[config.mk]
export PLATFORM = sky130hd
export DESIGN_NAME = c2h_byte_packer
export DESIGN_NICKNAME = d
export VERILOG_FILES = /design/src/rtl/c2h_byte_packer.sv
export SDC_FILE = /design/constraint.sdc
export NUM_CORES = 1
export LEC_CHECK = 0
export ABC_AREA = 0
export BUFFER_PORTS_ARGS = -buffer_cell sky130_fd_sc_hd__buf_4
export CAP_MARGIN = 20
export CELL_PAD_IN_SITES_DETAIL_PLACEMENT = 0
export CELL_PAD_IN_SITES_GLOBAL_PLACEMENT = 2
export CORE_ASPECT_RATIO = 0.9
export CORE_MARGIN = 4
export CORE_UTILIZATION = 53
export DETAILED_ROUTE_END_ITERATION = 10
export PLACE_DENSITY = 0.87
export SYNTH_ARGS = -nofsm -noshare
export SYNTH_HDL_FRONTEND = slang
export SYNTH_SLANG_ARGS = --single-unit
[constraint.sdc]
create_clock -name usr_clk -period 32.2 [get_ports usr_clk]
set_clock_uncertainty 0.2 [all_clocks]
set_input_delay 6.44 -clock usr_clk [delete_from_list [all_inputs] [get_ports usr_clk]]
set_output_delay 6.44 -clock usr_clk [all_outputs]
set_load 0.01 [all_outputs]
[src/rtl/c2h_byte_packer.sv]
// Packs an 8-bit byte stream into DATA_W-wide AXI-Stream C2H beats through a first-word-fall-through beat FIFO.
// Optional statistics counters are enabled with the C2H_PACKER_STAT_EN macro.
module c2h_byte_packer #(
  parameter int DATA_W       = 64,
  parameter int PKT_BYTES    = 4096,
  parameter int FIFO_DEPTH   = 16,
  parameter int AFULL_MARGIN = 4
) (
  input  logic              usr_clk,
  input  logic              usr_rst,
  input  logic              run,
  input  logic [7:0]        data_in,
  input  logic              data_valid,
  output logic              in_ready,
  output logic [DATA_W-1:0] m_axis_tdata,
  output logic [DATA_W/8-1:0] m_axis_tkeep,
  output logic              m_axis_tlast,
  output logic              m_axis_tvalid,
  input  logic              m_axis_tready,
  output logic              overflow
`ifdef C2H_PACKER_STAT_EN
  ,
  output logic [31:0]       stat_beats,
  output logic [15:0]       stat_drops
`endif
);

  localparam int BPB = DATA_W / 8;
  localparam int LW  = (BPB > 1) ? $clog2(BPB) : 1;
  localparam int BW  = $clog2(PKT_BYTES);
  localparam int AW  = $clog2(FIFO_DEPTH);
  localparam int CW  = AW + 1;

  typedef enum logic [1:0] {S_IDLE, S_FILL, S_DRAIN, S_FLUSH} state_t;

  state_t            r_state, w_state_next;
  logic [LW-1:0]     r_lane, w_lane_next;
  logic [BW-1:0]     r_byte;
  logic [DATA_W-1:0] r_beat, w_beat;
  logic [AW-1:0]     r_wptr, r_rptr;
  logic [CW-1:0]     r_count;
  logic              r_overflow;
  logic [DATA_W-1:0] r_mem_data [FIFO_DEPTH];
  logic [BPB-1:0]    r_mem_keep [FIFO_DEPTH];
  logic              r_mem_last [FIFO_DEPTH];

  logic           w_accept, w_lane_last, w_byte_last, w_full_push, w_flush_push;
  logic           w_pop, w_room, w_push_ok, w_drop, w_push_last;
  logic [BPB-1:0] w_flush_keep, w_push_keep;

  assign w_accept    = data_valid && (r_state == S_FILL || r_state == S_DRAIN);
  assign w_lane_last = (r_lane == LW'(BPB - 1));
  assign w_byte_last = (r_byte == BW'(PKT_BYTES - 1));
  assign w_pop       = (r_count != '0) && m_axis_tready;
  // A full FIFO still takes a push when the head is leaving in the same cycle.
  assign w_room      = (r_count != CW'(FIFO_DEPTH)) || w_pop;

  genvar gi;
  generate
    for (gi = 0; gi < BPB; gi++) begin : g_lane
      assign w_beat[gi*8 +: 8] = (w_accept && r_lane == LW'(gi)) ? data_in : r_beat[gi*8 +: 8];
      assign w_flush_keep[gi]  = (LW'(gi) < r_lane);
    end
  endgenerate

  assign w_full_push  = w_accept && w_lane_last;
  assign w_flush_push = (r_state == S_FLUSH) && w_room;
  assign w_push_ok    = (w_full_push && w_room) || w_flush_push;
  assign w_drop       = w_full_push && !w_room;
  assign w_push_keep  = w_full_push ? {BPB{1'b1}} : w_flush_keep;
  assign w_push_last  = w_full_push ? w_byte_last : 1'b1;
  assign w_lane_next  = w_accept ? (w_lane_last ? '0 : r_lane + LW'(1)) : r_lane;

  always_comb begin
    w_state_next = r_state;
    case (r_state)
      S_IDLE:  if (run) w_state_next = S_FILL;
      S_FILL:  if (!run) w_state_next = S_DRAIN;
      S_DRAIN: w_state_next = (w_lane_next != '0) ? S_FLUSH : S_IDLE;
      S_FLUSH: if (w_room) w_state_next = S_IDLE;
      default: w_state_next = S_IDLE;
    endcase
  end

  always_ff @(posedge usr_clk) begin
    if (usr_rst) begin
      r_state    <= S_IDLE;
      r_lane     <= '0;
      r_byte     <= '0;
      r_beat     <= '0;
      r_wptr     <= '0;
      r_rptr     <= '0;
      r_count    <= '0;
      r_overflow <= 1'b0;
    end else begin
      r_state <= w_state_next;
      if (w_flush_push) begin
        r_lane <= '0;
        r_byte <= '0;
        r_beat <= '0;
      end else if (w_accept) begin
        // Counters advance even when the beat is dropped so framing survives overflow.
        r_lane <= w_lane_next;
        r_byte <= w_byte_last ? '0 : r_byte + BW'(1);
        r_beat <= w_lane_last ? '0 : w_beat;
      end
      if (w_push_ok) r_wptr <= r_wptr + AW'(1);
      if (w_pop)     r_rptr <= r_rptr + AW'(1);
      r_count    <= r_count + CW'(w_push_ok) - CW'(w_pop);
      r_overflow <= r_overflow | w_drop;
    end
  end

  always_ff @(posedge usr_clk) begin
    if (w_push_ok) begin
      r_mem_data[r_wptr] <= w_beat;
      r_mem_keep[r_wptr] <= w_push_keep;
      r_mem_last[r_wptr] <= w_push_last;
    end
  end

  // Outputs are gated so they read as zero whenever no beat is held.
  assign m_axis_tvalid = (r_count != '0);
  assign m_axis_tdata  = m_axis_tvalid ? r_mem_data[r_rptr] : '0;
  assign m_axis_tkeep  = m_axis_tvalid ? r_mem_keep[r_rptr] : '0;
  assign m_axis_tlast  = m_axis_tvalid && r_mem_last[r_rptr];
  assign overflow      = r_overflow;
  assign in_ready      = (r_state == S_FILL) && run && (r_count <= CW'(FIFO_DEPTH - AFULL_MARGIN));

`ifdef C2H_PACKER_STAT_EN
  logic [31:0] r_stat_beats;
  logic [15:0] r_stat_drops;

  always_ff @(posedge usr_clk) begin
    if (usr_rst) begin
      r_stat_beats <= '0;
      r_stat_drops <= '0;
    end else begin
      if (w_pop) r_stat_beats <= r_stat_beats + 32'd1;
      if (w_drop && r_stat_drops != 16'hFFFF) r_stat_drops <= r_stat_drops + 16'd1;
    end
  end

  assign stat_beats = r_stat_beats;
  assign stat_drops = r_stat_drops;
`endif

endmodule

* Word level (Yosys, flattened, before mapping)
Memory sizes are Yosys's and may differ from the RTL's. A register that Yosys moved wholly into a read port is not among the register bits. Cells that the tools add are included.
Storage, ports and cells: register bits 95, logic and storage cells 97, bits in writable memories 1168, bits of input ports 13, memories kept 3, output and inout bits 76
Cells by class: equality and inequality tests 15, bitwise logic cells 1, reductions and logical operators 26, add/subtract/negate cells 6, multiplexer cells 29, order comparisons 9
Memory list:
- r_mem_data | words 16, width 64, rd ports 1, clocked after Yosys merged registers in 1, wr ports 1, line 43 | logic [DATA_W-1:0] r_mem_data [FIFO_DEPTH];
- r_mem_keep | words 16, width 8, rd ports 1, clocked after Yosys merged registers in 1, wr ports 1, line 44 | logic [BPB-1:0] r_mem_keep [FIFO_DEPTH];
- r_mem_last | words 16, width 1, rd ports 1, clocked after Yosys merged registers in 1, wr ports 1, line 45 | logic r_mem_last [FIFO_DEPTH];
Operators by type and width (number):
- two-way mux 64 bit | 2
- two-way mux 8 bit | 10
- two-way mux 4 bit | 6
- logical AND 1 bit | 16
- adder 12 x 1 -> 12 bit, second input constant | 1
- equality test 12 bit, second input constant | 1
- equality test 3 bit, second input constant | 4
- less-than comparator 3 bit, first input constant | 4
- two-way mux 12 bit | 1
- adder 4 x 1 -> 4 bit, second input constant | 2
- two-way mux 2 bit | 4
- case mux 2 bit (4 select lines) | 1
- equality test 3 x 2 -> 1 bit, second input constant | 2
- less-than comparator 1 x 3 -> 1 bit, first input constant | 2
- less-than comparator 2 x 3 -> 1 bit, first input constant | 2
- two-way mux 3 bit | 2
- inequality test 2 bit, second input constant | 3
- adder 5 x 1 -> 5 bit | 1
- <= comparator 5 x 4 -> 1 bit, second input constant | 1
- inequality test 5 bit, second input constant | 1
- nonzero test 5 bit | 1
- subtractor 5 x 1 -> 5 bit | 1
- equality test 2 bit, second input constant | 2
- adder 3 x 1 -> 3 bit, second input constant | 1
- other kinds (11) | 15

* Logic depth before layout (Yosys ltp)
depth after elaboration 8, depth in mapped cells 17, gate-level depth less buffers 15

* Worst setup path after synthesis
OpenSTA, ideal clock, no wires.
kind input -> register, start input port data_valid, end memory r_mem_data[3][0], enable pin, data required time 31.316 ns, library setup time 0.684 ns, stages on the path 8, setup slack 17.206 ns, buffers on the path 2, arrival time 14.110 ns, cells stage by stage and2_1 > buf_6 > nand2_4 > clkinv_2 > o22a_2 > inv_2 > buf_4 > nor4_1
On the way: word-level cells in the longest chain between the ends 6
RTL lines:
- start: declaration | line 13 | input logic data_valid,
- logical AND 1 bit | line 51 | assign w_accept = data_valid && (r_state == S_FILL || r_state == S_DRAIN);
- logical AND 1 bit | line 66 | assign w_full_push = w_accept && w_lane_last;
- logical AND 1 bit | line 68 | assign w_push_ok = (w_full_push && w_room) || w_flush_push;
- logical OR 1 bit | line 68
- two-way mux 1 bit | line 115 | if (w_push_ok) begin
- two-way mux 1 bit (not written as such) | line 116 | r_mem_data[r_wptr] <= w_beat;
- end: declaration | line 43
No other way between the ends.

* Worst setup path in the final report
start input port run, end output port in_ready
On the way: word-level cells in the longest chain between the ends 2
RTL lines:
- start: declaration | line 11 | input logic run,
- logical AND 1 bit (2 in a row) | line 128 | assign in_ready = (r_state == S_FILL) && run && (r_count <= CW'(FIFO_DEPTH - AFULL_MARGIN));
- end: declaration | line 14 | output logic in_ready,
No other way between the ends.

==> metrics.md <==
| Metric | Value |
|---|---|
| Total die area | 0.0972 mm2 |
| Routed wire length | roughly 110 mm |
| Clock Path Buffers | 3 |
| Fmax | ~73 MHz |
| Psw | 1.01 mW |
| Net Sw Frac | approximately 25% |
| Num Clock Sinks | around 1300 |
| First-pass GRT wire length | 166 mm |
| Final HPWL DP | about 58 mm |
| Relative slew margins | between 20% and 30% |
| Yosys warning count | 0 |
| Overflow after GRT | 0 |
| H-tree Lvls | 3 |
| Worst setup slack after layout | between 15 and 20 ns |
| Number of buffers inserted to repair setup after CTS | 0 |
| Chip Height | 296 um |
| Fin util | ~60% |
| Max cap viols | 0 |
| Hold Path Class | flip-flop to flip-flop |
| Post-synth top area cell | edfxtp_1 |
| Worst skew pair latency | approximately 0.7 ns |
| RR Startpoint | r_lane[1] |
| Clk pin slew, worst setup/hold paths | around 0.07 ns |
| Reg2reg end | r_mem_data[7][37] |
| Outcome | finished clean |
| P_int | 2.96 mW |
| Yosys top cell area share | roughly 70% |
| Die Width | ~330 um |
| Placer Congestion | 0.773 |
| Peak VDD IR | 0.0000568 V |
| Syn_nets | around 2500 |
| Port bufs | 88 |
| Post-Syn Instances | 2474 |
| Synthesized flop and latch total | 1267 |
| DR WL/cell | 28.7 um |
| Final Hold Vio Count | 0 |
| Crit path cell chain | buf_4 -> nand2_1 -> a311oi_1 -> buf_4 |
| Worst setup EP type | output pin |
| CTS resizes | 0 |
| Reg2Reg Setup Slack | 26.67 ns |
| Number of global-route vias before repair | approximately 25000 |
| Async SR Flop Fraction | 0% |
| I/O pins | ~90 |
| Num CTS Buffers | 119 |
| Power share of the combinational group | between 10% and 20% |
| Initial Utilization | a little over half |
| Synth Area in Simple Gates | around 3.9% |
| Synth Area in Adders | less than 1% |
| Post-synth EDFFs | roughly 1200 |
| Tcrit/Tclk final | between 40% and 50% |
| Arrival @ worst endpoint | 7.04 ns |
| Pre-CTS setup slack | 18.53 ns |
| Pwr/cell area | 72.5 mW/mm2 |
| DP Area | between 0.05 and 0.06 mm2 |
| Root Driver | clkbuf_16 |
| DRT iter0 DRCs | between 3000 and 4000 |
| Main combinational cell family by area after synthesis | multiplexers |
| Min Tclk post-route | between 10 and 15 ns |
| Crit path from | run |
| Xor/xnor share of the synthesized area | 0.251% |
| Startpoint type of the worst setup path | input port |
| Final setup viols | 0 |
| Routed vias/inst | between 6 and 7 |
| Sequential Power Share | 46.4% |
| Clk pwr share | a little over a third |
| Layout Area Growth over Synthesis | 12.2% |
| CTS tree | yes |
| Max Transition Viols Final | 0 |
| Worst setup path class | input port to output pin |
| Top_reg_cell synth | edfxtp_1 |
| Layout cells sized above 1 | 25.6% |
| Via count | around 24000 |
| Synth top area cells | edfxtp_1 (72%), mux4_2 (13%), dfxtp_1 (4.1%) |
| Synth unique cells | 56 |
| TritonRoute pass-1 iters | 7 |
| Critical Path RT | between 20 and 30 ns |
| Largest net degree at the start of global routing | 120 |
| Overall Global Routing Usage | a little under a quarter |
| Leak Pwr | approximately 17 nW |
| Fin nets | around 2600 |
| Setup total negative slack | 0 ns |
| Setup crit end | in_ready |
| Final instance area | approximately 0.055 mm2 |
| Complex-gate fraction of the synthesized area | 3.73% |
| Seq/Total Area, Yosys | between 70% and 80% |
| Avg Cell Area, Syn | ~20 um2 |
| Worst-margin pin slew | 1.11 ns |
| FP Rows | 105 |
| Top cells by count, synth | edfxtp_1 (1168), mux4_2 (291), nand2_1 (268), a22oi_1 (130), dfxtp_1 (99) |
| Worst reg2reg path depth | 9 |
| Synth Cell Area | ~0.05 mm2 |
| Core Footprint | a little over 0.09 mm2 |
| Count leader, synth | edfxtp_1 |
| Drt drc | 0 |
| Post-synthesis mux area share | approximately 14% |
| Slowest cell delay on critical path | between 0.2 and 0.3 ns |
| Hold Path Cell Cnt | 2 |
| Cts hold-fix bufs | 0 |
| Cell repeated most along the worst path | buf_4 |
| Unrepaired setup endpoints after global routing | false |
| Slowest-stage cell, CP | a311oi_1 |
| Final ANT Viol Nets | 0 |
| Largest fanout on the critical path | 3 |
| Initial antenna violation count | 3 |
[cells by family after synthesis]
family / count (synthesis)
flops: 1267
simple gates: 429
buf+inv: 167
xor+xnor: 14
mux: 319
compound gates: 255
fa+ha+maj: 23
[cells in the final DEF (no fill, tap or decap), drive strengths merged, types with 4 or more instances in the layout]
| master | count |
|---|---|
| a22oi | 153 |
| inv | 24 |
| mux4 | 291 |
| or3 | 4 |
| nand2b | 5 |
| clkbuf | 158 |
| nor2b | 11 |
| o21ai | 24 |
| mux2 | 25 |
| edfxtp | 1168 |
| nor3 | 9 |
| buf | 133 |
| nand2 | 269 |
| and2 | 7 |
| nor4 | 5 |
| a21oi | 63 |
| clkinvlp | 6 |
| nand3 | 44 |
| and3 | 16 |
| ha | 22 |
| clkinv | 48 |
| nand4 | 5 |
| xor2 | 11 |
| nor2 | 44 |
| bufinv | 12 |
| and4 | 4 |
| dfxtp | 99 |
[stage by stage]
stage	power, mW	std cells	hold slack [ns]
after floorplan	2.35	2474	0.224
after global placement	2.60	3692	0.230
after detailed placement	2.62	3692	0.235
after CTS	4.01	3917	0.245
after global routing	4.13	3919	0.269
final	3.97	3920	0.246
[sequential cells by signal, indices dropped and copies added (netlist names), named ones only]
| signal | count |
|---|---|
| overflow | 1 |
| r_beat | 64 |
| r_byte | 12 |
| r_count | 5 |
| r_lane | 3 |
| r_mem_data | 1024 |
| r_mem_keep | 128 |
| r_mem_last | 16 |
| r_rptr | 4 |
| r_state | 2 |
| r_wptr | 4 |
[final cells by class]
class	instances	area (um2)
Timing Repair Buffer	133	1030
Sequential cell	1267	37100
Clock buffer	158	3290
Inverter	23	90.1
Antenna cell	2	5.00
Clock inverter	67	696
Fill cell	6328	36400
Tap cell	1230	1540
Multi-Input combinational cell	1040	11100
[worst max-delay path, delay by kind of cell]
| kind | cells | cell delay, ns |
|---|---|---|
| AOI/OAI and AO/OA | 1 | 0.27 |
| buffers and inverters | 2 | 0.26 |
| and+or+nand+nor | 1 | 0.06 |
[metal layers]
| metal | part of all wire (%) | vias to the layer above | wire length, um | global-route usage, % |
|---|---|---|---|---|
| met5 | 0.011 | - | 12 | 0.145 |
| met4 | 2.2 | 2 | 2490 | 6.18 |
| met3 | 8.3 | 159 | 9320 | 5.14 |
| met2 | 48 | 1031 | 54000 | 37.1 |
| met1 | 41 | 12874 | 46500 | 33.7 |
| li1 | - | 10260 | - | - |
[how the worst min path moves through the flow]
stage | end | from
3_5_place_dp | r_beat[61] | r_beat[61]
3_3_place_gp | r_beat[58] | r_beat[58]
2_1_floorplan | r_beat[56] | r_beat[56]
4_1_cts | r_beat[56] | r_beat[56]
5_1_grt | r_beat[56] | r_beat[56]
6_report | r_beat[58] | r_beat[58]
[power groups by stage]
| stage | Clock, mW | Combinational (mW) | Sequential [mW] |
|---|---|---|---|
| global route | 1.50 | 0.786 | 1.85 |
| global placement | 0 | 0.723 | 1.88 |
| floorplan | 0 | 0.492 | 1.86 |
| detailed placement | 0 | 0.735 | 1.88 |
| finish | 1.40 | 0.726 | 1.84 |
| CTS | 1.42 | 0.739 | 1.85 |
(Power assumes the default switching activity.)
